===== config.mk =====
export PLATFORM = sky130hd
export DESIGN_NAME = regfile_write_arbiter
export DESIGN_NICKNAME = d
export VERILOG_FILES = /design/src/rtl/regfile_write_arbiter.sv
export SDC_FILE = /design/constraint.sdc
export NUM_CORES = 1
export LEC_CHECK = 0
export CAP_MARGIN = 20
export CORE_UTILIZATION = 40
export DETAILED_ROUTE_END_ITERATION = 8
export PLACE_DENSITY = 0.74
export SLEW_MARGIN = 0
export SYNTH_ARGS = -nofsm -noshare
export SYNTH_HDL_FRONTEND = slang
export SYNTH_SLANG_ARGS = --single-unit

===== constraint.sdc =====
create_clock -name clk -period 3.8 [get_ports clk]
set_input_delay 0.57 -clock clk [delete_from_list [all_inputs] [get_ports clk]]
set_output_delay 0.57 -clock clk [all_outputs]
set_load 0.005 [all_outputs]

===== src/rtl/regfile_write_arbiter.sv =====
// Round-robin arbiter for the single register-file write port.
// Pair requests are issued as two beats, low byte then high byte, and cannot be split.
module regfile_write_arbiter #(
  parameter int ADDR_W = 4,
  parameter int DATA_W = 8
) (
  input  logic                  clk,
  input  logic                  rst_n,
  input  logic                  hold,
  input  logic                  req0,
  input  logic                  req1,
  input  logic                  pair0,
  input  logic                  pair1,
  input  logic [ADDR_W-1:0]     addr0,
  input  logic [ADDR_W-1:0]     addr1,
  input  logic [2*DATA_W-1:0]   data0,
  input  logic [2*DATA_W-1:0]   data1,
  output logic                  gnt0,
  output logic                  gnt1,
  output logic                  rf_en,
  output logic                  rf_wr,
  output logic [ADDR_W-1:0]     rf_waddr,
  output logic [DATA_W-1:0]     rf_wdata,
  input  logic [ADDR_W-1:0]     chk_addr1,
  input  logic [ADDR_W-1:0]     chk_addr2,
  output logic                  hazard1,
  output logic                  hazard2
);

  typedef enum logic [0:0] {
    ST_IDLE  = 1'b0,
    ST_WR_HI = 1'b1
  } state_t;

  state_t              state_r, state_nxt_s;
  logic                last_r, last_nxt_s;
  logic [ADDR_W-1:0]   hi_addr_r, hi_addr_nxt_s;
  logic [DATA_W-1:0]   hi_data_r, hi_data_nxt_s;
  logic                rf_en_r, rf_wr_r, en_nxt_s;
  logic [ADDR_W-1:0]   rf_waddr_r, waddr_nxt_s;
  logic [DATA_W-1:0]   rf_wdata_r, wdata_nxt_s;
  logic                gnt0_s, gnt1_s;
  logic                win_pair_s;
  logic [ADDR_W-1:0]   win_addr_s;
  logic [2*DATA_W-1:0] win_data_s;

  // Register following addr; the high byte of a pair at register 15 lands in register 0.
  function automatic logic [ADDR_W-1:0] pair_hi_addr(input logic [ADDR_W-1:0] a);
    return a + {{(ADDR_W-1){1'b0}}, 1'b1};
  endfunction

  function automatic logic addr_hazard(
    input logic [ADDR_W-1:0] chk,
    input logic              beat_en,
    input logic [ADDR_W-1:0] beat_addr,
    input logic              in_hi,
    input logic [ADDR_W-1:0] hi_addr,
    input logic              r0,
    input logic              p0,
    input logic [ADDR_W-1:0] a0,
    input logic              r1,
    input logic              p1,
    input logic [ADDR_W-1:0] a1
  );
    logic hit;
    hit = 1'b0;
    if (beat_en && (beat_addr == chk)) hit = 1'b1;
    if (in_hi && (hi_addr == chk)) hit = 1'b1;
    if (r0 && ((a0 == chk) || (p0 && (pair_hi_addr(a0) == chk)))) hit = 1'b1;
    if (r1 && ((a1 == chk) || (p1 && (pair_hi_addr(a1) == chk)))) hit = 1'b1;
    return hit;
  endfunction

  // Grant decision: only in IDLE without hold; a tie goes to the port that did not win last.
  always_comb begin
    gnt0_s = 1'b0;
    gnt1_s = 1'b0;
    if (rst_n && (state_r == ST_IDLE) && !hold) begin
      if (req0 && (!req1 || last_r)) begin
        gnt0_s = 1'b1;
      end else begin
        gnt0_s = 1'b0;
      end
      if (req1 && (!req0 || !last_r)) begin
        gnt1_s = 1'b1;
      end else begin
        gnt1_s = 1'b0;
      end
    end else begin
      gnt0_s = 1'b0;
      gnt1_s = 1'b0;
    end
  end

  // Winner operand mux.
  always_comb begin
    win_addr_s = addr0;
    win_data_s = data0;
    win_pair_s = pair0;
    if (gnt1_s) begin
      win_addr_s = addr1;
      win_data_s = data1;
      win_pair_s = pair1;
    end else begin
      win_addr_s = addr0;
      win_data_s = data0;
      win_pair_s = pair0;
    end
  end

  // Next-state and next-beat logic; address/data hold their value when no beat is issued.
  always_comb begin
    state_nxt_s   = state_r;
    last_nxt_s    = last_r;
    hi_addr_nxt_s = hi_addr_r;
    hi_data_nxt_s = hi_data_r;
    en_nxt_s      = 1'b0;
    waddr_nxt_s   = rf_waddr_r;
    wdata_nxt_s   = rf_wdata_r;
    case (state_r)
      ST_IDLE: begin
        if (gnt0_s || gnt1_s) begin
          en_nxt_s    = 1'b1;
          waddr_nxt_s = win_addr_s;
          wdata_nxt_s = win_data_s[DATA_W-1:0];
          last_nxt_s  = gnt1_s;
          if (win_pair_s) begin
            hi_addr_nxt_s = pair_hi_addr(win_addr_s);
            hi_data_nxt_s = win_data_s[2*DATA_W-1:DATA_W];
            state_nxt_s   = ST_WR_HI;
          end else begin
            state_nxt_s = ST_IDLE;
          end
        end else begin
          en_nxt_s    = 1'b0;
          state_nxt_s = ST_IDLE;
        end
      end
      ST_WR_HI: begin
        en_nxt_s    = 1'b1;
        waddr_nxt_s = hi_addr_r;
        wdata_nxt_s = hi_data_r;
        state_nxt_s = ST_IDLE;
      end
      default: begin
        en_nxt_s    = 1'b0;
        state_nxt_s = ST_IDLE;
      end
    endcase
  end

  // State and output registers; last resets to 1 so port 0 wins the first tie.
  always_ff @(posedge clk or negedge rst_n) begin
    if (!rst_n) begin
      state_r    <= ST_IDLE;
      last_r     <= 1'b1;
      hi_addr_r  <= {ADDR_W{1'b0}};
      hi_data_r  <= {DATA_W{1'b0}};
      rf_en_r    <= 1'b0;
      rf_wr_r    <= 1'b0;
      rf_waddr_r <= {ADDR_W{1'b0}};
      rf_wdata_r <= {DATA_W{1'b0}};
    end else begin
      state_r    <= state_nxt_s;
      last_r     <= last_nxt_s;
      hi_addr_r  <= hi_addr_nxt_s;
      hi_data_r  <= hi_data_nxt_s;
      rf_en_r    <= en_nxt_s;
      rf_wr_r    <= en_nxt_s;
      rf_waddr_r <= waddr_nxt_s;
      rf_wdata_r <= wdata_nxt_s;
    end
  end

  // Read-after-write hazards against the beat on the port, a pending high beat and waiting requests.
  always_comb begin
    hazard1 = addr_hazard(chk_addr1, rf_en_r, rf_waddr_r, (state_r == ST_WR_HI), hi_addr_r,
                          req0, pair0, addr0, req1, pair1, addr1);
    hazard2 = addr_hazard(chk_addr2, rf_en_r, rf_waddr_r, (state_r == ST_WR_HI), hi_addr_r,
                          req0, pair0, addr0, req1, pair1, addr1);
  end

  assign gnt0     = gnt0_s;
  assign gnt1     = gnt1_s;
  assign rf_en    = rf_en_r;
  assign rf_wr    = rf_wr_r;
  assign rf_waddr = rf_waddr_r;
  assign rf_wdata = rf_wdata_r;

endmodule


# Yosys cells after proc, flatten, opt, wreduce, memory -nomap -nowiden
# Index checks and enable logic that the tools add are counted.
classes:
  addsub: 3
  eq_ne: 13
  n_mux: 24
  bitwise_logic: 1
  reduce_logical: 29
ops:
  columns: ["operator", "n"]
  rows:
  - ["4-bit == test", 12]
  - ["1-bit logical AND", 16]
  - ["1-bit two-way mux", 16]
  - ["16-bit two-way mux", 1]
  - ["8-bit case mux with 2 select lines", 1]
  - ["4-bit by 1-bit adder with 4-bit output (second input constant)", 3]
  - ["4-bit two-way mux", 2]
  - ["8-bit two-way mux", 1]
  - ["4-bit case mux with 2 select lines", 1]
  - ["1-bit logical OR", 7]
  - ["1-bit zero test", 4]
  - ["1-bit case mux with 2 select lines", 2]
  - ["3-bit AND reduction", 1]
  - ["2-bit by 1-bit != test with 1-bit output (second input constant)", 1]
  - ["2-bit AND reduction", 1]
  - ["1-bit NOT", 1]
totals:
  reg_bits: 27
  output_inout_bits: 18

# Longest topological paths before layout
# Gate-level depths: netlist of the first run.
logic_depth:
  word_depth: 9
  mapped_depth: 9
  depth_no_buf: 7

# Least setup slack after synthesis of the first run
# No wires, ideal clock.
synth_path:
  path_type: "in2out"
  start: "in chk_addr2[1]"
  end: "out hazard2"
  arrival_time_ns: 1.471
  setup_slack_ns: 1.759
  cell_stages: 5
  n_path_buf: 1
  cell_sequence: "clkbuf_1 > a222oi_1 > nor4b_1 > a211oi_1 > o311ai_0"
synth_via:
  elab_chain_cells: 6
synth_lines:
  columns: ["element", "line_no", "rtl"]
  rows:
  - ["from (decl)", "25", "input logic [ADDR_W-1:0] chk_addr2,"]
  - ["4-bit == test, on equally long branches", "67, 69", null]
  - ["1-bit logical AND, on equally long branches", "67, 69", null]
  - ["1-bit two-way mux or 1-bit logical OR (tied branches)", "67, 69", null]
  - ["1-bit two-way mux or 1-bit logical AND (tied branches)", "68, 69", null]
  - ["1-bit two-way mux", "69", "if (r0 && ((a0 == chk) || (p0 && (pair_hi_addr(a0) == chk)))) hit = 1'b1;"]
  - ["1-bit two-way mux *", "70", "if (r1 && ((a1 == chk) || (p1 && (pair_hi_addr(a1) == chk)))) hit = 1'b1;"]
  - ["to (decl)", "27", "output logic hazard2"]
# Every way passes the cells marked *; elsewhere a longest branch is shown, timed or not.

# Worst setup path after layout of the first run
layout_path:
  start: "in addr0[0]"
  end: "out hazard2"
layout_via:
  elab_chain_cells: 7
layout_lines:
  columns: ["element", "line_no", "rtl"]
  rows:
  - ["from (decl)", "14", "input logic [ADDR_W-1:0] addr0,"]
  - ["4-bit by 1-bit adder with 4-bit output", "49", "return a + {{(ADDR_W-1){1'b0}}, 1'b1};"]
  - ["4-bit == test", "69", null]
  - ["1-bit logical AND", "69", null]
  - ["1-bit logical OR *", "69", null]
  - ["1-bit logical AND *", "69", null]
  - ["1-bit two-way mux *", "69", null]
  - ["1-bit two-way mux *", "70", null]
# Marked as above.

==> metrics.txt, run 1 <==
DP HPWL about 3900 um; Final Hold Vio Count 0; largest net degree at the start of global routing 28; hold_ws 492 ps; combinational family with the most area after synthesis XOR/XNOR gates; global-route wire length before repair 8260 um; core area 4790 um2; Clock Pin Slew Worst Setup and Hold Paths 90 ps; pwr/cell area between 300 and 400 nW/um2; mux cell area share after synthesis 11.0%; r2r worst-path depth 6; Inst Count DP ~350; Final nets between 300 and 400; DR vias/cell ~5; area grow syn2layout 39.1%; Cell Int Power ~650 uW; simple-gate share of the synthesized area 15.9%; Slew @ Worst Pin 836 ps; final setup skew around 1.3 ps; Yosys cell types 32; Syn Std Cell Area 2000 um2; hold_sp hi_data_r[5]; number of stages on the worst hold path 2; MaxCap Viol Count 0; CTS tree done; DRT iter0 DRCs between 100 and 150; post-synthesis xor/xnor area fraction roughly a fifth; PostCTS Resize Cnt 0; R2R Path End hi_addr_r[1]; clock sinks 27; drt first pass iters 4; num rows 25; Final ANT Viol Nets 0; register area share after synthesis between 30% and 40%; Buf/Inv on CP 2; vias in the first global route ~1600; H-tree depth 1; WP data arrival between 2000 and 3000 ps; yosys warns 0; n_diodes 0; clock power share 16.9%; Die H around 73 um; Sequential Power Share roughly 45%; status complete, no violations; Tot GR Track Use 20.5%; sw frac 31.9%; total negative slack 0 ps; Hold Path End hi_data_r[5]; Die Wd about 73 um; CP max stage delay approximately 570 ps; port bufs ~70; Top delay family on crit path buffers and inverters; ys async rst share 100%; relative slew slack between 40 and 50%; Total Die Area 5300 um2; Logic pwr share approximately two fifths; Synth Area in Compound Gates 11.8%; worst-path cell chain clkdlybuf4s50_1 > ha_1 > xnor2_1 > xnor2_1 > nor3_1 > o21ai_0 > o311ai_0 > clkdlybuf4s50_1; fmax just over 0.3 GHz; Final setup viols 0; ys flop type dfrtp_1; Clk Latency, worst-skew pair 270 ps; CP Launch Point addr0[0]; average wire per standard cell 14.1 um; # IOs 73; critical path's slowest cell clkdlybuf4s50_1; post-route insts no fill around 350; reg2reg setup slack 1130 ps; detailed-route wire length roughly 5000 um; Final min period around 3200 ps; crit path kind input port to output pin; CP Data Required Time 3230 ps; Post-CTS Hold Buffers 0; post-synthesis adder-cell area fraction about 1.9%; Seq cells post-synth 27; overall power between 900 and 1000 uW; layout cells sized above 1 between 3 and 4%; antenna violations before repair 0; via count between 1500 and 2000; Congestion Overflow GR 0; number of synthesized flops with an enable pin 0; Synthesized Nets 281; leakage power ~0.0013 uW; TritonCTS Buffers 3; P_sw about 300 uW; Cells after Synth 223; Pins Over Slew Limit 0; gp weighted congestion between 0.8 and 0.9; RSZ-0062 raised after global routing false; Worst Path Max Fanout 5; fin crit share a little under nine tenths; Clock Tree Root clkbuf_8; CTS max path bufs 2; Post-route DRC 0; Max VDD drop 280 uV; Avg Inst Size Synth between 8 and 9 um2; Initial Util 41.9%; Worst Hold Class register to register; Crit. End Element output pin; post-CTS setup buffer count 0; reg2reg start state_r; fill count roughly 430; Worst setup SP type input port
-- stage by stage --
| step | utilization, % | setup slack (ps) | cell area, um2 |
|---|---|---|---|
| 5_1_grt | 58.2 | 400 | 2790 |
| 2_1_floorplan | - | 1760 | 2000 |
| 4_1_cts | 58.2 | 561 | 2790 |
| 6_report | 58.2 | 555 | 2790 |
| 3_5_place_dp | 57.3 | 568 | 2740 |
| 3_3_place_gp | 57.3 | 604 | 2740 |
-- layout make-up --
class | instances | area (um2) | share of cell area, %
multi-input combinational | 170 | 1210 | 43.3
timing repair buffer | 75 | 743 | 26.7
sequential | 27 | 677 | 24.3
tap | 67 | 83.8 | 3.01
clock buffer | 3 | 41.3 | 1.48
inverter | 8 | 30.0 | 1.08
clock inverter | 1 | 5.00 | 0.180
-- per-layer routing --
layer  routed length, um  vias to the layer above  track usage, %
met5                   0                        -               0
met4                  77                        0            5.23
met3                 283                        9            2.76
met2                2300                       59            30.6
met1                2290                      836            31.0
li1                    -                      895               -
-- worst min-delay path: stages, from the launching register on --
cell,delay (ps)
dfrtp_1,360
nand2_1,50
o21ai_0,60
-- worst max path at each step --
stage	to	slack, ps	depth (start not counted)
after detailed placement	hazard2	570	8
after global routing	hazard2	400	8
after CTS	hazard2	560	8
after global placement	hazard2	600	8
final	hazard2	550	8
after floorplan	hazard2	1760	5
-- kinds of logic (layout without fill, tap and decap cells) --
family,after synthesis,in the layout
AO/OA/AOI/OAI,35,35
flip-flops,27,27
multiplexers,22,22
XOR/XNOR,45,45
adder cells (fa/ha/maj),3,3
AND/OR/NAND/NOR,65,65
buffers and inverters,26,87
-- cells in the final DEF (no fill, tap or decap), types with 2 or more instances in the layout --
cell type and n:
clkdlybuf4s50_1 72, nand2_1 40, xor2_1 28, dfrtp_1 26, mux2i_1 21, xnor2_1 17, o21ai_0 13, o221ai_1 12
inv_1 8, nand3_1 6, nor4_1 5, o21ai_1 4, nor3_1 4, ha_1 3, clkbuf_8 3, buf_4 3
nand2b_1 2, and3_1 2, nand4_1 2
-- cells in the mapped netlist (2+ instances only) --
cell	instances	area [um2]
inv_1	8	30.0
clkbuf_1	12	45.0
nand3_1	6	30.0
o221ai_1	12	105
nor4_1	5	31.3
buf_6	2	22.5
buf_2	3	15.0
xnor2_1	17	149
dfrtp_1	26	651
nor3_1	4	20.0
nand4_1	2	12.5
and3_1	2	12.5
nand2_1	40	150
ha_1	3	37.5
xor2_1	28	245
mux2i_1	21	210
nand2b_1	2	12.5
o21ai_0	14	70.1
o21ai_1	3	15.0
-- registers in the layout, indices dropped and copies added, names as in the netlist --
name / count
rf_waddr: 4
rf_wdata: 8
hi_addr_r: 4
rf_wr: 1
last_r: 1
hi_data_r: 8
state_r: 1
-- power by group through the flow --
stage | registers, uW | logic (uW) | clock network (uW)
after global placement | 430 | 355 | 0
after CTS | 427 | 363 | 164
after global routing | 440 | 401 | 178
after detailed placement | 433 | 362 | 0
final | 426 | 361 | 160
after floorplan | 416 | 193 | 0
No activity file was read; power rests on OpenSTA's default activity.
==> inputs of run 2 (changes only) <==
Settings changed: CTS_CLUSTER_DIAMETER set to 40.
==> results of run 2 <==
No change in the layout: final DEF, timing and power equal those of run 1.
==> inputs of run 3 (changes only) <==
Settings changed: CORE_ASPECT_RATIO set to 0.6.
Clock period 3.8 ns to 3.6 ns, I/O delays scaled along.
==> run 3 against run 2 <==
Compared with the run above:
- total power rose by 7.1%
- critical path depth fell by 1
- sequential cell count did not move
- worst setup slack got worse by 140 ps
- non-clock buffer count rose by 3
- cell count fell by 0.28%
- sequential power rose by 6.3%
- critical path type unchanged
==> metrics.txt, run 3 (same netlist as run 1, synthesis figures left out) <==
Final Hold Vio Count 0; Initial Util 42.8%; crit path kind input port to output pin; Worst Path Max Fanout 5; DR vias/cell ~5.3; CTS max path bufs 2; n_diodes 0; Most common cell on crit path clkdlybuf4s50_1; Clock Tree Root clkbuf_8; Crit. End Element output pin; met1 usage 34.7%; fin crit share 88.5%; average wire per standard cell roughly 16 um; Clk Latency, worst-skew pair ~280 ps; H-tree depth 1; pwr/cell area around 360 nW/um2; clock sinks 27; Post-CTS Hold Buffers 0; global-route wire length before repair just under 9000 um; most frequent cells in the layout clkdlybuf4s50_1, nand2_1, xor2_1; Congestion Overflow GR 0; DRT iter0 DRCs between 100 and 150; detailed-route wire length 5430 um; vias in the first global route between 1500 and 2000; post-route cell area about 2800 um2; antenna violations before repair 0; drt first pass iters 4; status complete, no violations; layout cells sized above 1 under 10%; port bufs 72; commonest non-fill, non-tap cell in the layout clkdlybuf4s50_1; CP max stage delay ~620 ps; Worst setup SP type input port; Worst Hold Class register to register; Slew @ Worst Pin approximately 830 ps; Post-route DRC 0; CTS tree done; Area after DPL between 2000 and 3000 um2; Total Die Area 5310 um2; critical path's slowest cell clkdlybuf4s50_1; PostCTS Resize Cnt 0; Buf/Inv on CP 2; largest net degree at the start of global routing 28; Final nets around 350; core area 4680 um2; fmax between 0.3 and 0.4 GHz; relative slew slack ~44%; TritonCTS Buffers 3; Pins Over Slew Limit 0; # IOs 73; Die Wd between 90 and 100 um; GR peak layer met1; Final setup viols 0; worst-path cell chain clkdlybuf4s50_1 > ha_1 > xor2_1 > nor3_1 > nand3_1 > nand4_1 > clkdlybuf4s50_1; Tot GR Track Use 22.0%; area grow syn2layout 40.1%; leakage power about 0.0013 uW; final setup skew 3.96 ps; DP HPWL around 4500 um; met2 Resource Use GR roughly 29%; Final min period about 3200 ps; fill count approximately 410; Max VDD drop between 150 and 200 uV; CP Data Required Time 3060 ps; via count 1844; Top delay family on crit path buffers and inverters; post-CTS setup buffer count 0; Clock Pin Slew Worst Setup and Hold Paths about 90 ps; WP data arrival roughly 2700 ps; met3 usage roughly 8.1%; MaxCap Viol Count 0; num rows 19; total negative slack 0 ps; Final ANT Viol Nets 0; Die H ~57 um; RSZ-0062 raised after global routing false; gp weighted congestion slightly below 1
## run 3: cell count changes in the layout (fill, tap and decap cells not counted)
cell	before	now
buf_4	3	6
clkinvlp_4	0	1
clkinv_2	1	0
## run 3: metrics by stage
step / instances / setup slack, ps / hold WS (ps) / util (%) / power, uW
detailed placement: 346 / 432 / 471 / 58.9 / 844
CTS: 350 / 426 / 493 / 60.0 / 1020
global route: 350 / 280 / 523 / 60.0 / 1080
global placement: 346 / 438 / 465 / 58.9 / 836
finish: 350 / 413 / 488 / 60.0 / 1020
floorplan: 223 / 1620 / 244 / - / 643
## run 3: worst paths after layout
kind,start,end,slack [ps],cells after the start
setup / recovery,addr1[1],hazard1,410,7
hold / removal,hi_data_r[2],hi_data_r[2],490,2
min in group asynchronous,rst_n,rf_wdata[5],660,2
max in group asynchronous,rst_n,last_r,2650,2
hold reg to reg,hi_data_r[2],hi_data_r[2],490,2
setup reg to reg,state_r,hi_addr_r[1],1040,6
## run 3: layer usage
metal / routed length, um / part of all wire [%]
met3: 796 / 15
met5: 0 / 0
met2: 2040 / 38
met4: 18 / 0.33
met1: 2570 / 47
## run 3: cell type report
class                   instances  area (um2)  area share (%)
clock inverters                 1        7.51           0.267
flip-flops and latches         27         677            24.1
well taps                      63        78.8            2.81
inverters                       8        30.0            1.07
multi-input cells             170        1210            43.0
repair buffers                 78         766            27.3
clock buffers                   3        41.3            1.47
## run 3: tightest hold or removal path: stages (launching register included)
cell and delay, ps:
dfrtp_1 350, nand2_1 50, o21ai_0 60
## run 3: power by group
| part | internal [uW] | switching [uW] | total, uW |
|---|---|---|---|
| Clock | 78.8 | 99.2 | 178 |
| Combinational | 226 | 159 | 385 |
| Sequential | 380 | 72.8 | 453 |
